**src/rtl/alu_arbiter.sv**
```systemverilog
// Two-requester front end for one shared combinational ALU.
// One operation in flight; round-robin on contention.
module alu_arbiter #(
    parameter int EXEC_CYCLES = 1
) (
    input  logic        clk,
    input  logic        rst_n,

    input  logic        req0_valid,
    output logic        req0_ready,
    input  logic [1:0]  req0_aluop,
    input  logic [3:0]  req0_func,
    input  logic [31:0] req0_a,
    input  logic [31:0] req0_b,

    input  logic        req1_valid,
    output logic        req1_ready,
    input  logic [1:0]  req1_aluop,
    input  logic [3:0]  req1_func,
    input  logic [31:0] req1_a,
    input  logic [31:0] req1_b,

    output logic [1:0]  alu_op,
    output logic [3:0]  alu_func,
    output logic [31:0] alu_a,
    output logic [31:0] alu_b,
    input  logic [31:0] alu_out,
    input  logic        alu_zero,

    output logic        rsp_valid,
    input  logic        rsp_ready,
    output logic        rsp_id,
    output logic [31:0] rsp_data,
    output logic        rsp_zero
);

    localparam logic [1:0] IDLE = 2'd0;
    localparam logic [1:0] EXEC = 2'd1;
    localparam logic [1:0] RESP = 2'd2;

    localparam logic [3:0] CNT_LAST = 4'(EXEC_CYCLES - 1);

    logic [1:0] state;
    logic [1:0] state_nxt;
    logic [3:0] cnt;
    logic       last_id;
    logic       grant0;
    logic       grant1;
    logic       accept;
    logic       exec_done;
    logic       rsp_fire;

    // last_id resets to 1 so requester 0 wins the first contention.
    always_comb begin
        grant0 = 1'b0;
        grant1 = 1'b0;
        if (state == IDLE) begin
            if (req0_valid && req1_valid) begin
                grant0 = last_id;
                grant1 = !last_id;
            end else begin
                grant0 = req0_valid;
                grant1 = req1_valid;
            end
        end
    end

    assign req0_ready = grant0;
    assign req1_ready = grant1;
    assign accept     = grant0 | grant1;
    assign exec_done  = (state == EXEC) && (cnt == CNT_LAST);
    assign rsp_valid  = (state == RESP);
    assign rsp_fire   = rsp_valid && rsp_ready;

    always_comb begin
        state_nxt = state;
        case (state)
            IDLE: if (accept) state_nxt = EXEC;
            EXEC: if (exec_done) state_nxt = RESP;
            RESP: if (rsp_fire) state_nxt = IDLE;
            default: state_nxt = IDLE;
        endcase
    end

    always_ff @(posedge clk or negedge rst_n) begin
        if (!rst_n) begin
            state   <= IDLE;
            cnt     <= 4'd0;
            last_id <= 1'b1;
        end else begin
            state <= state_nxt;
            if (accept) begin
                cnt <= 4'd0;
            end else if (state == EXEC && !exec_done) begin
                cnt <= cnt + 4'd1;
            end
            if (rsp_fire) begin
                last_id <= rsp_id;
            end
        end
    end

    // Operand registers are the only source of the ALU inputs.
    always_ff @(posedge clk or negedge rst_n) begin
        if (!rst_n) begin
            alu_op   <= 2'd0;
            alu_func <= 4'd0;
            alu_a    <= 32'd0;
            alu_b    <= 32'd0;
            rsp_id   <= 1'b0;
        end else if (accept) begin
            alu_op   <= grant1 ? req1_aluop : req0_aluop;
            alu_func <= grant1 ? req1_func  : req0_func;
            alu_a    <= grant1 ? req1_a     : req0_a;
            alu_b    <= grant1 ? req1_b     : req0_b;
            rsp_id   <= grant1;
        end
    end

    always_ff @(posedge clk or negedge rst_n) begin
        if (!rst_n) begin
            rsp_data <= 32'd0;
            rsp_zero <= 1'b0;
        end else if (exec_done) begin
            rsp_data <= alu_out;
            rsp_zero <= alu_zero;
        end
    end

endmodule

```
**config.mk**
```make
export PLATFORM = sky130hd
export DESIGN_NAME = alu_arbiter
export DESIGN_NICKNAME = d
export VERILOG_FILES = /design/src/rtl/alu_arbiter.sv
export SDC_FILE = /design/constraint.sdc
export NUM_CORES = 1
export LEC_CHECK = 0
export CORE_MARGIN = 2
export CORE_UTILIZATION = 36
export DETAILED_ROUTE_END_ITERATION = 8
export PLACE_DENSITY_LB_ADDON = 0.3
export RECOVER_POWER = 25
export SETUP_SLACK_MARGIN = 0.4
export SYNTH_ARGS = -nofsm -noshare
export SYNTH_HDL_FRONTEND = slang
export SYNTH_SLANG_ARGS = --single-unit
```
**constraint.sdc**
```tcl
create_clock -name clk -period 1.65 [get_ports clk]
set_clock_uncertainty 0.05 [all_clocks]
set_input_delay 0.165 -clock clk [delete_from_list [all_inputs] [get_ports clk]]
set_output_delay 0.165 -clock clk [all_outputs]
set_load 0.01 [all_outputs]
```
==> results.cfg, run 1 <==
[routing]
drt-initial-drc-count = 372
vias = 5774
remaining_drc_errors = 0
routedWlPerCell_um = 20.8
routed_wl_um = 21700
routed_via_density = 5.54
drtPass1Iterations = 5
antenna_left = 0

[power]
ir_drop_mv = 0.986
p_per_area_nw_per_um2 = 1820
power.leakage_uw = 0.00448

[global_route]
grt-busiest-layer = met2
overflow = 0
grt_use_met2 = 0.435
grt_max_degree = 112
use_met1 = 0.336
antenna_found_initial = 0
grt_pass1_vias = 5862
gr-usage-met3 = 0.0369
grt_pass1_wl_um = 32400
grt_use_total = 0.256

[cts]
cts.sinks = 111
root_buffer = clkbuf_16
cts_tree = yes
cts_max_level = 3
clk_pin_slew_worst_paths_ps = 80
cts_buffer_depth = 2
clk_latency_ps = 350
cts_made_buffers = 9

[worst_hold_path]
hold_start = req0_valid
hp-class = in -> reg

[setup_path]
worstPathArrival_ps = 1880
path_class = reg -> reg
critPathLaunchType = flop
required_ps = 1840
critPathMaxFanout = 15
cp-startpoint = cnt[0]$_DFFE_PN0P_
cp-end-kind = flop
r2r-start = cnt[0]$_DFFE_PN0P_

[status]
status = finished with violations
violations = negative setup slack

[synth]
synth_top_cell_area_share = 0.500
ys_seq_area_frac = 0.505
synth_area_leaders = dfrtp_1 50%, o2111ai_1 11%, o211ai_1 9.6%
ys_types = 29
yosys_warnings = 0
synth_cells = 518
synth.avg_cell_area_um2 = 10.6
synth.largest_area_cell = dfrtp_1
synth_area_um2 = 5500
ys_seq_elements = 111
syn_nets = 698

[layout]
final_cells = 1043
areaGrowthSynthToFinish_pct = 89.2
layout-drive-gt1-share = 0.299
postLayoutCellArea_um2 = 10400
final_cell_mix = 175 x clkdlybuf4s50_1, 108 x dfrtp_1, 84 x clkdlybuf4s15_1
nNetsFinal = 1029
post-route-util = 0.690
final_common_cell = clkdlybuf4s50_1

[sta]
rsz0062_at_grt = yes
setup-tns-final_ps = -501
post-route-period-util = 1.02
layout_min_cycle_time_ps = 1680
setup-violations-final = 27
slew_violations = 0
maxSlewHeadroom = 0.304
worst_slew_pin_slew_ps = 1040
setup_ws_ps = -34.9
fmax_mhz = 594
hold_viol_final = 0

[placed_design]
dpl-instance-area_um2 = 8630
gp_routability_congestion = 0.816
dp_hpwl_um = 12400
port_buffers = 284
dp_slack_ps = -191
placed_cells = 955

[floorplan]
coreArea_um2 = 15100
start_util = 0.365
io-pin-count = 285
die_h_um = 128
dieArea_um2 = 16300
dieWidth_um = 128
rows = 45

[job]
maxCapViolCount = 0
-- Yosys cell counts --
master,count
dfrtp_1,110
inv_1,77
o21ai_0,74
o2111ai_1,70
o211ai_1,70
clkbuf_1,49
mux2_4,29
mux2_2,5
buf_2,4
buf_6,4
ha_1,2
nand2_1,2
nand2b_1,2
nand3_1,2
nor2_1,2
o221ai_1,2
or3_1,2
a21oi_1,1
buf_1,1
dfstp_2,1
inv_2,1
nand2b_4,1
nor2_2,1
nor3b_4,1
o211a_1,1
o22ai_1,1
o31ai_1,1
o41ai_1,1
or2_1,1
-- registers in the layout, indices dropped and copies added, names as in the netlist --
register	count
alu_op	2
rsp_data	32
rsp_id	1
alu_a	32
state	2
rsp_zero	1
last_id	1
alu_func	4
cnt	4
alu_b	32
-- routing by layer --
layer | up-vias | share of wire
li1 | 2628 | -
met1 | 2867 | 0.41
met5 | - | 0
met2 | 240 | 0.51
met4 | 0 | 0.022
met3 | 39 | 0.058
-- power breakdown --
group / internal [uW] / switching (uW)
Sequential: 4060 / 960
Clock: 1200 / 1080
Combinational: 6570 / 5080
-- what timing repair did --
item / 4_1_cts / 5_1_grt
setup endpoints to repair: 216 / 136
gates resized for setup: 316 / 82
pin swaps: 17 / 32
endpoints found under the hold margin: 110 / 0
hold buffers: 1 / 0
cloned: 18 / 3
buffers inserted: 43 / 6
-- per-stage QoR --
stage                     total power, uW  hold slack, ps
after global placement              12900             242
after CTS                           18200             279
after detailed placement            13100             253
after global routing                19800             297
after floorplan                      9140            -181
final                               18900             290
-- kinds of logic after synthesis --
| family | Yosys count | share of synthesized area |
|---|---|---|
| buf+inv | 136 | 0.0992 |
| flops | 111 | 0.505 |
| simple gates | 14 | 0.0173 |
| mux | 34 | 0.0894 |
| fa+ha+maj | 2 | 0.00455 |
| compound gates | 221 | 0.284 |
-- critical path, cell delays in order, from the launching register on --
cell and delay (ps):
dfrtp_1 400, inv_2 90, ha_4 120, nor3b_4 250, nand2b_4 160, buf_12 190, mux2_4 300
-- path summary, 6_finish.rpt --
check,end,slack [ps],depth (start not counted)
setup / recovery,rsp_data[20]$_DFFE_PN0P_,-30,6
hold / removal,alu_a[6]$_DFFE_PN0P_,290,4
setup reg to reg,rsp_data[20]$_DFFE_PN0P_,-30,6
hold reg to reg,rsp_data[15]$_DFFE_PN0P_,470,1
max in group asynchronous,state[1]$_DFFE_PN0P_,200,3
min in group asynchronous,rsp_data[14]$_DFFE_PN0P_,560,3
-- cell type report --
class	instances	area [um^2]
Fill cell	1098	4680
Timing Repair Buffer	377	4170
Sequential cell	111	2780
Multi-Input combinational cell	272	2620
Inverter	78	293
Tap cell	188	235
Clock buffer	9	225
Clock inverter	7	78.8
Antenna cell	1	2.50
Note: power is estimated with default switching activity, not from simulation.
==> run 2, diff against run 1 <==
MAX_ROUTING_LAYER = met4   (was default)
SKIP_LAST_GASP = 1   (was default)
==> results.cfg, run 2 (synthesis gave the netlist of run 1 again) <==
[layout]
layout-drive-gt1-share = 0.293
postLayoutCellArea_um2 = 10400
regArea_um2 = 2780
areaGrowthSynthToFinish_pct = 89.4
multi_input_area_um2 = 2610
nNetsFinal = 1029
reg_top3 = alu_a (32), alu_b (32), rsp_data (32)
final_cell_mix = 175 x clkdlybuf4s50_1, 108 x dfrtp_1, 87 x clkdlybuf4s15_1
final_common_cell = clkdlybuf4s50_1
fillCellCount = 1092

[status]
status = finished with violations
violations = negative setup slack

[setup_path]
path_class = reg -> reg
cp_top_family = flip-flops
r2r-start = cnt[0]$_DFFE_PN0P_
path_buf_inv = 2
slowest_stage = dfrtp_1
crit_chain = inv_2 > ha_4 > nor3b_4 > nand2b_4 > buf_12 > mux2_4
worstPathArrival_ps = 1870
cp-startpoint = cnt[0]$_DFFE_PN0P_
cp-end-kind = flop
critical_path.max_stage_delay_ps = 400
critPathLaunchType = flop
required_ps = 1840
critPathMaxFanout = 15

[floorplan]
dieArea_um2 = 16300
die_h_um = 128
coreArea_um2 = 15100
io-pin-count = 285
dieWidth_um = 128
start_util = 0.365
rows = 45

[power]
power.leakage_uw = 0.00448
ir_drop_mv = 0.990
p_per_area_nw_per_um2 = 1820

[placed_design]
dp_hpwl_um = 12400
dp_slack_ps = -191
port_buffers = 284
dpl-instance-area_um2 = 8630
gp_routability_congestion = 0.829

[cts]
cts_tree = yes
cts_buffer_depth = 2
clk_pin_slew_worst_paths_ps = 80
clk_latency_ps = 350
cts_max_level = 3
root_buffer = clkbuf_16
cts_made_buffers = 9
cts.sinks = 111

[routing]
antenna_left = 0
vias = 5754
remaining_drc_errors = 0
routed_wl_um = 21700
routedWlPerCell_um = 20.8
drtPass1Iterations = 5
routed_via_density = 5.52
drt-initial-drc-count = 388

[worst_hold_path]
hold_start = req0_valid
hp-class = in -> reg

[sta]
fmax_mhz = 595
slew_violations = 0
setup-violations-final = 26
post-route-period-util = 1.02
setup_ws_ps = -31.3
hold_viol_final = 0
layout_min_cycle_time_ps = 1680
rsz0062_at_grt = yes
holdWs_ps = 301
maxSlewHeadroom = 0.310
worst_slew_pin_slew_ps = 1030

[global_route]
grt_use_total = 0.264
grt_max_degree = 112
antenna_found_initial = 0
grt_pass1_wl_um = 32400
overflow = 0
grt_pass1_vias = 5861

[job]
maxCapViolCount = 0
[run 2: report_power, final]
part | switching, uW | internal (uW) | total [uW] | leakage (uW)
clock network | 1080 | 1200 | 2270 | 0.000151
registers | 958 | 4060 | 5020 | 0.00135
logic | 5080 | 6580 | 11700 | 0.00297
[run 2: final timing paths]
| check | to | slack (ps) | depth (start not counted) |
|---|---|---|---|
| max | rsp_data[20]$_DFFE_PN0P_ | -30 | 6 |
| min | alu_a[6]$_DFFE_PN0P_ | 300 | 4 |
| max reg2reg | rsp_data[20]$_DFFE_PN0P_ | -30 | 6 |
| min reg2reg | rsp_data[27]$_DFFE_PN0P_ | 470 | 1 |
| max in group asynchronous | state[1]$_DFFE_PN0P_ | 210 | 3 |
| min in group asynchronous | rsp_data[14]$_DFFE_PN0P_ | 560 | 3 |
[run 2: worst reg2reg max path: cells and delay by family (launching register included)]
family                     cells  cell delay (ps)
DFF                            1              400
and+or+nand+nor                2              390
buffers and inverters          2              280
adders and majority gates      1              130
muxes                          1              310
[run 2: layout make-up]
| class | count | share of cell area |
|---|---|---|
| diodes | 1 | 0.000240 |
| clock buffers | 9 | 0.0216 |
| clock inverters | 7 | 0.00757 |
| inverters | 78 | 0.0281 |
| multi-input cells | 272 | 0.251 |
| flip-flops and latches | 111 | 0.267 |
| well taps | 188 | 0.0226 |
| repair buffers | 377 | 0.402 |
[run 2: metal layers]
layer | vias to the layer above | global-route usage | part of all wire
li1 | 2628 | - | -
met1 | 2845 | 0.338 | 0.42
met2 | 246 | 0.436 | 0.51
met3 | 35 | 0.0331 | 0.053
met4 | 0 | 0.0892 | 0.019
met5 | - | - | 0
[run 2: per-stage QoR]
step,instances,total power [uW],TNS [ps],util
floorplan,518,9140,-635,-
global placement,955,12900,-6530,0.572
detailed placement,955,13100,-10210,0.572
CTS,1033,18200,0,0.673
global route,1042,19800,-2330,0.690
finish,1043,19000,-353,0.690
[run 2: what timing repair did]
item | 4_1_cts | 5_1_grt
hold endpoints to repair | 110 | 0
endpoints found under the setup margin | 216 | 137
buffers inserted | 43 | 6
cloned | 18 | 3
pin swaps | 17 | 15
gates resized for setup | 316 | 75
hold buffers | 1 | 0
